$ cat src/rtl/insertion_pixel_feeder_if.sv
// Handshake bundle of the insertion pixel feeder.
// Carries the pixel, watermark and neighbourhood streams.
interface insertion_pixel_feeder_if;
  logic [7:0] pix_in;
  logic       pix_valid;
  logic       pix_ready;
  logic [7:0] wm_in;
  logic       wm_valid;
  logic       wm_ready;
  logic [7:0] Data1;
  logic [7:0] Data2;
  logic [7:0] Data3;
  logic [7:0] Data4;
  logic [1:0] WM_data;
  logic       out_valid;
  logic       out_ready;

  modport master (
    output pix_in, pix_valid,
    output wm_in, wm_valid,
    output out_ready,
    input  pix_ready, wm_ready,
    input  Data1, Data2, Data3, Data4,
    input  WM_data, out_valid
  );

  modport slave (
    input  pix_in, pix_valid,
    input  wm_in, wm_valid,
    input  out_ready,
    output pix_ready, wm_ready,
    output Data1, Data2, Data3, Data4,
    output WM_data, out_valid
  );
endinterface

$ cat src/rtl/insertion_pixel_feeder.sv
// Builds 4-pixel neighbourhoods plus 2-bit watermark symbols from a raster stream.
// ZERO_BORDER_EN: out-of-image neighbours read as 0 instead of replicated.
module insertion_pixel_feeder #(
  parameter int IMG_WIDTH  = 256,
  parameter int IMG_HEIGHT = 256
) (
  input  logic clk,
  input  logic rst,
  input  logic start,
  insertion_pixel_feeder_if.slave bus,
  output logic busy,
  output logic frame_done
);
  localparam int CW = (IMG_WIDTH > 2) ? $clog2(IMG_WIDTH) : 1;
  localparam int RW = (IMG_HEIGHT > 2) ? $clog2(IMG_HEIGHT) : 1;
  localparam logic [CW-1:0] COL_LAST = CW'(IMG_WIDTH - 1);
  localparam logic [RW-1:0] ROW_LAST = RW'(IMG_HEIGHT - 1);

  typedef enum logic [1:0] {
    IDLE,
    RUN,
    FLUSH
  } state_t;

  state_t state_q, state_d;

  logic [CW-1:0] col_q;
  logic [RW-1:0] row_q;
  logic [7:0]    wm_sr_q;
  logic [2:0]    cnt_q;
  logic [7:0]    left_q;
  logic [7:0]    ul_q;
  logic [7:0]    line_buf [IMG_WIDTH];

  logic [7:0] d1_q, d2_q, d3_q, d4_q;
  logic [1:0] wm_q;
  logic       ov_q;

  logic       run;
  logic       pix_fire;
  logic       wm_fire;
  logic       out_fire;
  logic       last_pix;
  logic       col0;
  logic       row0;
  logic [7:0] up;
  logic [7:0] n_left;
  logic [7:0] n_up;
  logic [7:0] n_ul;

  assign run      = (state_q == RUN);
  assign out_fire = ov_q && bus.out_ready;
  assign col0     = (col_q == '0);
  assign row0     = (row_q == '0);
  assign last_pix = (col_q == COL_LAST) && (row_q == ROW_LAST);
  assign up       = line_buf[col_q];

  assign bus.pix_ready = run && (cnt_q != 3'd0)
                      && (!ov_q || bus.out_ready);
  assign pix_fire      = bus.pix_valid && bus.pix_ready;
  assign bus.wm_ready  = run && ((cnt_q == 3'd0)
                      || ((cnt_q == 3'd1) && pix_fire));
  assign wm_fire       = bus.wm_valid && bus.wm_ready;

  assign busy       = run;
  assign frame_done = (state_q == FLUSH) && out_fire;

  assign bus.Data1     = d1_q;
  assign bus.Data2     = d2_q;
  assign bus.Data3     = d3_q;
  assign bus.Data4     = d4_q;
  assign bus.WM_data   = wm_q;
  assign bus.out_valid = ov_q;

  always_comb begin
    state_d = state_q;
    unique case (state_q)
      IDLE:    if (start) state_d = RUN;
      RUN:     if (pix_fire && last_pix) state_d = FLUSH;
      FLUSH:   if (out_fire) state_d = IDLE;
      default: state_d = IDLE;
    endcase
  end

  // Row rule sees the column-adjusted left value.
  always_comb begin
    n_left = left_q;
    n_up   = up;
    n_ul   = ul_q;
`ifdef ZERO_BORDER_EN
    if (col0) begin
      n_left = '0;
      n_ul   = '0;
    end
    if (row0) begin
      n_up = '0;
      n_ul = '0;
    end
`else
    if (col0) begin
      n_left = bus.pix_in;
      n_ul   = up;
    end
    if (row0) begin
      n_up = bus.pix_in;
      n_ul = n_left;
    end
`endif
  end

  always_ff @(posedge clk) begin
    if (rst) begin
      state_q <= IDLE;
      col_q   <= '0;
      row_q   <= '0;
      wm_sr_q <= '0;
      cnt_q   <= '0;
      left_q  <= '0;
      ul_q    <= '0;
      d1_q    <= '0;
      d2_q    <= '0;
      d3_q    <= '0;
      d4_q    <= '0;
      wm_q    <= '0;
      ov_q    <= 1'b0;
    end else begin
      state_q <= state_d;
      if ((state_q == IDLE) && start) begin
        col_q   <= '0;
        row_q   <= '0;
        wm_sr_q <= '0;
        cnt_q   <= '0;
        left_q  <= '0;
        ul_q    <= '0;
      end
      // A byte landing with the last symbol's pixel replaces it whole.
      if (wm_fire) begin
        wm_sr_q <= bus.wm_in;
        cnt_q   <= 3'd4;
      end else if (pix_fire) begin
        wm_sr_q <= {wm_sr_q[5:0], 2'b00};
        cnt_q   <= cnt_q - 3'd1;
      end
      if (pix_fire) begin
        left_q <= bus.pix_in;
        ul_q   <= up;
        d1_q   <= bus.pix_in;
        d2_q   <= n_left;
        d3_q   <= n_up;
        d4_q   <= n_ul;
        wm_q   <= wm_sr_q[7:6];
        if (col_q == COL_LAST) begin
          col_q <= '0;
          if (row_q != ROW_LAST) row_q <= row_q + 1'b1;
        end else begin
          col_q <= col_q + 1'b1;
        end
      end
      if (pix_fire) ov_q <= 1'b1;
      else if (out_fire) ov_q <= 1'b0;
    end
  end

  always_ff @(posedge clk) begin
    if (pix_fire) line_buf[col_q] <= bus.pix_in;
  end
endmodule

$ cat src/flat_wrapper.sv
// flat-port wrapper written by rule: the top's interface ports become plain ports
module insertion_pixel_feeder_flat 
#(
  parameter int IMG_WIDTH  = 256,
  parameter int IMG_HEIGHT = 256
)
  (clk, rst, start, busy, frame_done, bus_pix_in, bus_pix_valid, bus_wm_in, bus_wm_valid, bus_out_ready, bus_pix_ready, bus_wm_ready, bus_Data1, bus_Data2, bus_Data3, bus_Data4, bus_WM_data, bus_out_valid);
  insertion_pixel_feeder_if bus_i ();
  input  logic clk;
  input  logic rst;
  input  logic start;
  output logic busy;
  output logic frame_done;
  input wire logic [$bits(bus_i.pix_in)-1:0] bus_pix_in;
  input wire logic [$bits(bus_i.pix_valid)-1:0] bus_pix_valid;
  input wire logic [$bits(bus_i.wm_in)-1:0] bus_wm_in;
  input wire logic [$bits(bus_i.wm_valid)-1:0] bus_wm_valid;
  input wire logic [$bits(bus_i.out_ready)-1:0] bus_out_ready;
  output wire logic [$bits(bus_i.pix_ready)-1:0] bus_pix_ready;
  output wire logic [$bits(bus_i.wm_ready)-1:0] bus_wm_ready;
  output wire logic [$bits(bus_i.Data1)-1:0] bus_Data1;
  output wire logic [$bits(bus_i.Data2)-1:0] bus_Data2;
  output wire logic [$bits(bus_i.Data3)-1:0] bus_Data3;
  output wire logic [$bits(bus_i.Data4)-1:0] bus_Data4;
  output wire logic [$bits(bus_i.WM_data)-1:0] bus_WM_data;
  output wire logic [$bits(bus_i.out_valid)-1:0] bus_out_valid;
  assign bus_i.pix_in = bus_pix_in;
  assign bus_i.pix_valid = bus_pix_valid;
  assign bus_i.wm_in = bus_wm_in;
  assign bus_i.wm_valid = bus_wm_valid;
  assign bus_i.out_ready = bus_out_ready;
  assign bus_pix_ready = bus_i.pix_ready;
  assign bus_wm_ready = bus_i.wm_ready;
  assign bus_Data1 = bus_i.Data1;
  assign bus_Data2 = bus_i.Data2;
  assign bus_Data3 = bus_i.Data3;
  assign bus_Data4 = bus_i.Data4;
  assign bus_WM_data = bus_i.WM_data;
  assign bus_out_valid = bus_i.out_valid;
  insertion_pixel_feeder #(.IMG_WIDTH(IMG_WIDTH), .IMG_HEIGHT(IMG_HEIGHT)) u_core (.clk(clk), .rst(rst), .start(start), .bus(bus_i), .busy(busy), .frame_done(frame_done));
endmodule
$ cat config.mk
export PLATFORM = sky130hd
export DESIGN_NAME = insertion_pixel_feeder_flat
export DESIGN_NICKNAME = d
export VERILOG_FILES = /design/src/rtl/insertion_pixel_feeder_if.sv /design/src/rtl/insertion_pixel_feeder.sv /design/src/flat_wrapper.sv
export SDC_FILE = /design/constraint.sdc
export NUM_CORES = 2
export LEC_CHECK = 0
export BUFFER_PORTS_ARGS = -buffer_cell sky130_fd_sc_hd__buf_2
export CAP_MARGIN = 20
export CORE_ASPECT_RATIO = 0.5
export CORE_MARGIN = 10
export CORE_UTILIZATION = 45
export DETAILED_ROUTE_END_ITERATION = 10
export PLACE_DENSITY = 0.6
export REMOVE_ABC_BUFFERS = 1
export SLEW_MARGIN = 20
export SYNTH_ARGS = -nofsm -noshare
export SYNTH_HDL_FRONTEND = slang
export SYNTH_SLANG_ARGS = --single-unit
$ cat constraint.sdc
create_clock -name clk -period 3.8 [get_ports clk]
set_input_delay 0.38 -clock clk [delete_from_list [all_inputs] [get_ports clk]]
set_output_delay 0.38 -clock clk [all_outputs]
set_load 0.01 [all_outputs]
======== Word-level counts from Yosys, hierarchy flattened ========
Memories as Yosys holds them, arrays and structs flattened. A register that Yosys moved wholly into a read port is not among the register bits.
Cells that the tools add are included.
cells by class
  add/subtract/negate cells ............... 3
  multiply operators ...................... 0
  divide/modulo/power cells ............... 0
  $lt $le $gt $ge ......................... 0
  equal/unequal tests ..................... 9
  shifts and indexed selects .............. 0
  multiplexer cells ....................... 28
  bitwise gates (word level) .............. 0
  reductions and logical operators ........ 24
operators by type and width
  kind                                                    count
  two-way mux 8 bit                                       17
  adder 8 x 1 -> 8 bit (second input constant)            2
  equality test 8 bit (second input constant)             2
  logical NOT 8 bit                                       2
  logical AND 1 bit                                       11
  two-way mux 3 bit                                       3
  inequality test 8 bit (second input constant)           1
  two-way mux 2 bit                                       3
  case mux 2 bit (3 select lines)                         1
  nonzero test 3 bit                                      2
  two-way mux 1 bit                                       4
  inequality test 2 bit (second input constant)           2
  nonzero test 2 bit                                      2
  equality test 3 x 1 -> 1 bit (second input constant)    1
  logical NOT 3 bit                                       1
  AND reduction 3 bit                                     1
  subtractor 3 x 1 -> 3 bit (second input constant)       1
  equality test 2 x 1 -> 1 bit (second input constant)    1
  equality test 2 bit (second input constant)             1
  logical NOT 2 bit                                       1
  logical OR 1 bit                                        2
  inequality test 2 x 1 -> 1 bit (second input constant)  1
  OR reduction 2 bit                                      1
  logical NOT 1 bit                                       1
storage, ports and cells
  bits in registers ....................... 80
  latch bits .............................. 0
  memory bits (writable) .................. 2048
  memory bits (read-only) ................. 0
  input bits .............................. 22
  output and inout bits ................... 39
  memories kept ........................... 1
memories
  memory           depth  width  rd ports  clocked after Yosys merged registers in  wr ports  line                          text
  u_core.line_buf  256    8      1         1                                        1         insertion_pixel_feeder.sv:33  logic [7:0] line_buf [IMG_WIDTH];

======== Logic depth before layout (Yosys ltp) ========
  depth after elaboration ................. 9
  mapped depth ............................ 15

======== Worst setup path after synthesis ========
Ideal clock, no wire load.
  path kind ............................... reg2reg
  start point ............................. register u_core.cnt_q[0]
  end point ............................... memory u_core.line_buf[220][0] (enable)
  setup time .............................. 370 ps
  arrival ................................. 2494 ps
  setup slack ............................. 935 ps
  stages on the path, launching flop included .. 10
  buffers on the path ..................... 2
  cells stage by stage .................... dfxtp_1 -> inv_1 -> ha_1 -> nor2b_1 -> nor3_1 -> and2_1 -> clkbuf_1 -> nand3_1 -> clkbuf_1 -> nor2_1
on the way
  word-level cells in the longest chain between the ends .. 6
ends and longest elaborated chain
  what                                     line                           text
  start: declaration                       insertion_pixel_feeder.sv:30   logic [2:0] cnt_q;
  start signal: assignment                 insertion_pixel_feeder.sv:142  cnt_q <= cnt_q - 3'd1;
  nonzero test 3 bit                       insertion_pixel_feeder.sv:58   assign bus.pix_ready = run && (cnt_q != 3'd0)
  logical AND 1 bit                        insertion_pixel_feeder.sv:58
  logical AND 1 bit                        insertion_pixel_feeder.sv:59   && (!ov_q || bus.out_ready);
  named net bus_pix_ready                  flat_wrapper.sv:19             output wire logic [$bits(bus_i.pix_ready)-1:0] bus_pix_ready;
  logical AND 1 bit                        insertion_pixel_feeder.sv:60   assign pix_fire = bus.pix_valid && bus.pix_ready;
  two-way mux 1 bit                        insertion_pixel_feeder.sv:165  if (pix_fire) line_buf[col_q] <= bus.pix_in;
  two-way mux 1 bit (implied by the code)  insertion_pixel_feeder.sv:165
  end: declaration                         insertion_pixel_feeder.sv:33
The timed path passes the listed nets, and every way through them passes these cells.

==> reports/results.tsv <==
stage	metric	value	unit
status	status	finished, final reports clean	
synthesis	yosysSeqAreaShare	0.755	
run	cap_violations	0	
clocking	clockBufferDepth	4	
clocking	clock_sinks	2136	
clocking	cts_buffers	193	
synthesis	synthFlopType	edfxtp_1	
detailed_routing	drc	0	
sta	hold_viol_final	0	
sta	max_slew.worst_pin.slew	1.11	ns
synthesis	synthArstFlopShare	0	
die	dieArea	205000	µm²
sta	grt_setup_unrepaired	no	
global_route	grt_pass1_vias	45500	
layout	syn_to_final_growth	15.1	%
clocking	clk_latency	0.85	ns
die	die_x	630	µm
sta	fmax	265	MHz
sta	skew	0.0492	ns
detailed_routing	route.final.wire_length	248	mm
critical_path	worstPathArrival	4.52	ns
placed_design	gp_congestion	0.906	
synthesis	yosysMostFrequentCell	edfxtp_1	
sta	slew_headroom	0.261	
synthesis	yosys-top-cells-area	edfxtp_1, mux4_2, mux2i_1, dfxtp_1, nor2_1	
critical_path	critPathCaptureType	register	
detailed_routing	dr_total_vias	46500	
clocking	cts-root-buf	clkbuf_16	
die	rows	111	
layout	postLayoutCoreUtil	0.523	
global_route	grt-ovfl-total	0	
pwr	leakagePower	30.1	nW
layout	fin_nets	4922	
die	core-area	184000	µm²
critical_path	critPathRequiredTime	4.54	ns
sta	min_period_over_period	0.994	
detailed_routing	routed_via_density	6.18	
global_route	grt_pass1_wl	349	mm
worst_hold_path	hold_path.class	in -> reg	
critical_path	critPathLaunchType	register	
synthesis	netlist_area	83700	µm²
synthesis	yosys_warnings	0	
die	start_util	0.455	
placed_design	io_buffers	60	
sta	setup_viol	0	
pwr	power_density	476	nW/µm²
synthesis	yosysTopAreaCell	edfxtp_1	
clocking	post-cts-setup-buffer-count	0	
synthesis	synthTopCellsByCount	edfxtp_1, mux4_2, nor2_1	
synthesis	ys_ff_latch	2136	
global_route	grt_use_total	0.235	
pwr	ir_drop	0.354	mV
clocking	clkTransAtPathRegs	0.07	ns
global_route	antenna_found_initial	13	
layout	drive_above_1_share	0.272	
detailed_routing	firstDrtPassIters	8	
sta	holdWs	0.119	ns
die	dieHeight	325	µm
synthesis	synth_edf_count	2048	
sta	finalCriticalPeriod	3.78	ns
placed_design	place_hpwl	161	mm
detailed_routing	drt_iter0_drc	7173	
layout	num-fill-cells	14600	
critical_path	worstPathMaxFanout	44	
clocking	htreeDepth	4	
detailed_routing	antenna_left	0	
die	io_pins	61	
critical_path	worstSetupPathType	reg -> reg	
clocking	cts_tree	yes	
synthesis	synth_cell_types	77	
synthesis	netlist_instances	4320	
synthesis	syn_avg_cell_area	19.4	µm²
synthesis	yosysTopAreaCellShare	0.734	
detailed_routing	wl_per_cell	33.0	µm
sta	slew_violations	0	
global_route	grt_max_degree	121	
==> layout by cell type, fill, tap and decap left out, types with 49 or more instances in the layout <==
cell type,count
mux2i_1,208
o22ai_1,76
buf_2,52
nand3_1,49
mux4_2,419
buf_4,524
a21oi_1,100
dfxtp_1,83
nor2_1,375
a22oi_1,89
clkbuf_16,196
nand2_1,173
edfxtp_1,2048
==> logic make-up after synthesis <==
logic type                 Yosys count  synth area share
AOI/OAI and AO/OA                  475            0.0392
xor gates and xnor gates             3          0.000314
adders and majority gates            9           0.00134
buffers and inverters              277            0.0229
DFF                               2136             0.755
muxes                              650             0.141
and+or+nand+nor                    770            0.0401
==> metal layers <==
metal | share of wire | vias up | global-route usage
met5 | 0 | - | 0
met4 | 0.025 | 0 | 0.0604
met3 | 0.11 | 352 | 0.0561
met2 | 0.45 | 2608 | 0.352
met1 | 0.41 | 24800 | 0.347
li1 | - | 18800 | -
==> power by group <==
group	leakage, nW	switching (mW)	internal (mW)
Sequential	19.1	0.0131	25.8
Clock	2.95	8.57	10.6
Combinational	8.08	0.650	0.235
==> worst paths after layout <==
kind / startpoint / endpoint / slack [ns] / cells past startpoint
worst max-delay path: register / u_core.bus.Data3[3] / 0.02 / 11
worst min-delay path: bus_pix_in[2] / u_core.line_buf[70][2] / 0.12 / 1
worst max register to register: register / u_core.bus.Data3[3] / 0.02 / 11
worst min register to register: u_core.bus.Data1[0] / u_core.bus.Data1[0] / 0.46 / 2
==> sequential cells by signal (all words and copies together), names as in the netlist, named ones only <==
register              count
u_core.col_q              8
u_core.bus.WM_data        2
u_core.bus.Data2          8
u_core.wm_sr_q            8
u_core.cnt_q              3
u_core.row_q              8
u_core.bus.Data4          8
u_core.line_buf        2048
u_core.state_q            2
u_core.bus.out_valid      1
u_core.left_q             8
u_core.ul_q               8
u_core.bus.Data3          8
u_core.bus.Data1          8
==> repair_timing <==
action	CTS	global route
setup endpoints to repair	2	3
endpoints found under the hold margin	14	0
hold buffers	13	0
resized for setup	1	2
==> final cells by class <==
class | count | area (µm²) | area share
multi-input cells | 1907 | 18600 | 0.193
well taps | 2486 | 3110 | 0.0323
flip-flops and latches | 2136 | 63300 | 0.656
clock buffers | 244 | 5120 | 0.0532
diodes | 9 | 22.5 | 0.000234
repair buffers | 638 | 5260 | 0.0545
clock inverters | 95 | 910 | 0.00944
inverters | 15 | 56.3 | 0.000584
==> per-stage QoR <==
step | TNS (ns) | instances | area [µm²] | setup slack [ns] | total power [mW]
after floorplan | -1018.10 | 4058 | 81900 | -20.37 | 26.7
after global placement | -0.0649 | 7169 | 90200 | -0.0531 | 27.1
after detailed placement | 0 | 7169 | 90200 | 0.00453 | 27.2
after CTS | 0 | 7521 | 96300 | 0.0342 | 46.1
after global routing | 0 | 7521 | 96400 | 0.00476 | 47.1
final | 0 | 7530 | 96400 | 0.0220 | 45.9
==> worst max-delay path, cell delays in order (launching register included) <==
cell and delay, ns:
dfxtp_4 0.43, buf_12 0.20, buf_12 0.37, mux2i_1 0.16, o221ai_1 0.30, a21oi_1 0.13, o311ai_1 0.88, buf_4 0.24
a21oi_1 0.10, a211oi_2 0.45, nand2_1 0.12, a211oi_1 0.22
Power figures use the tool's default switching activity.
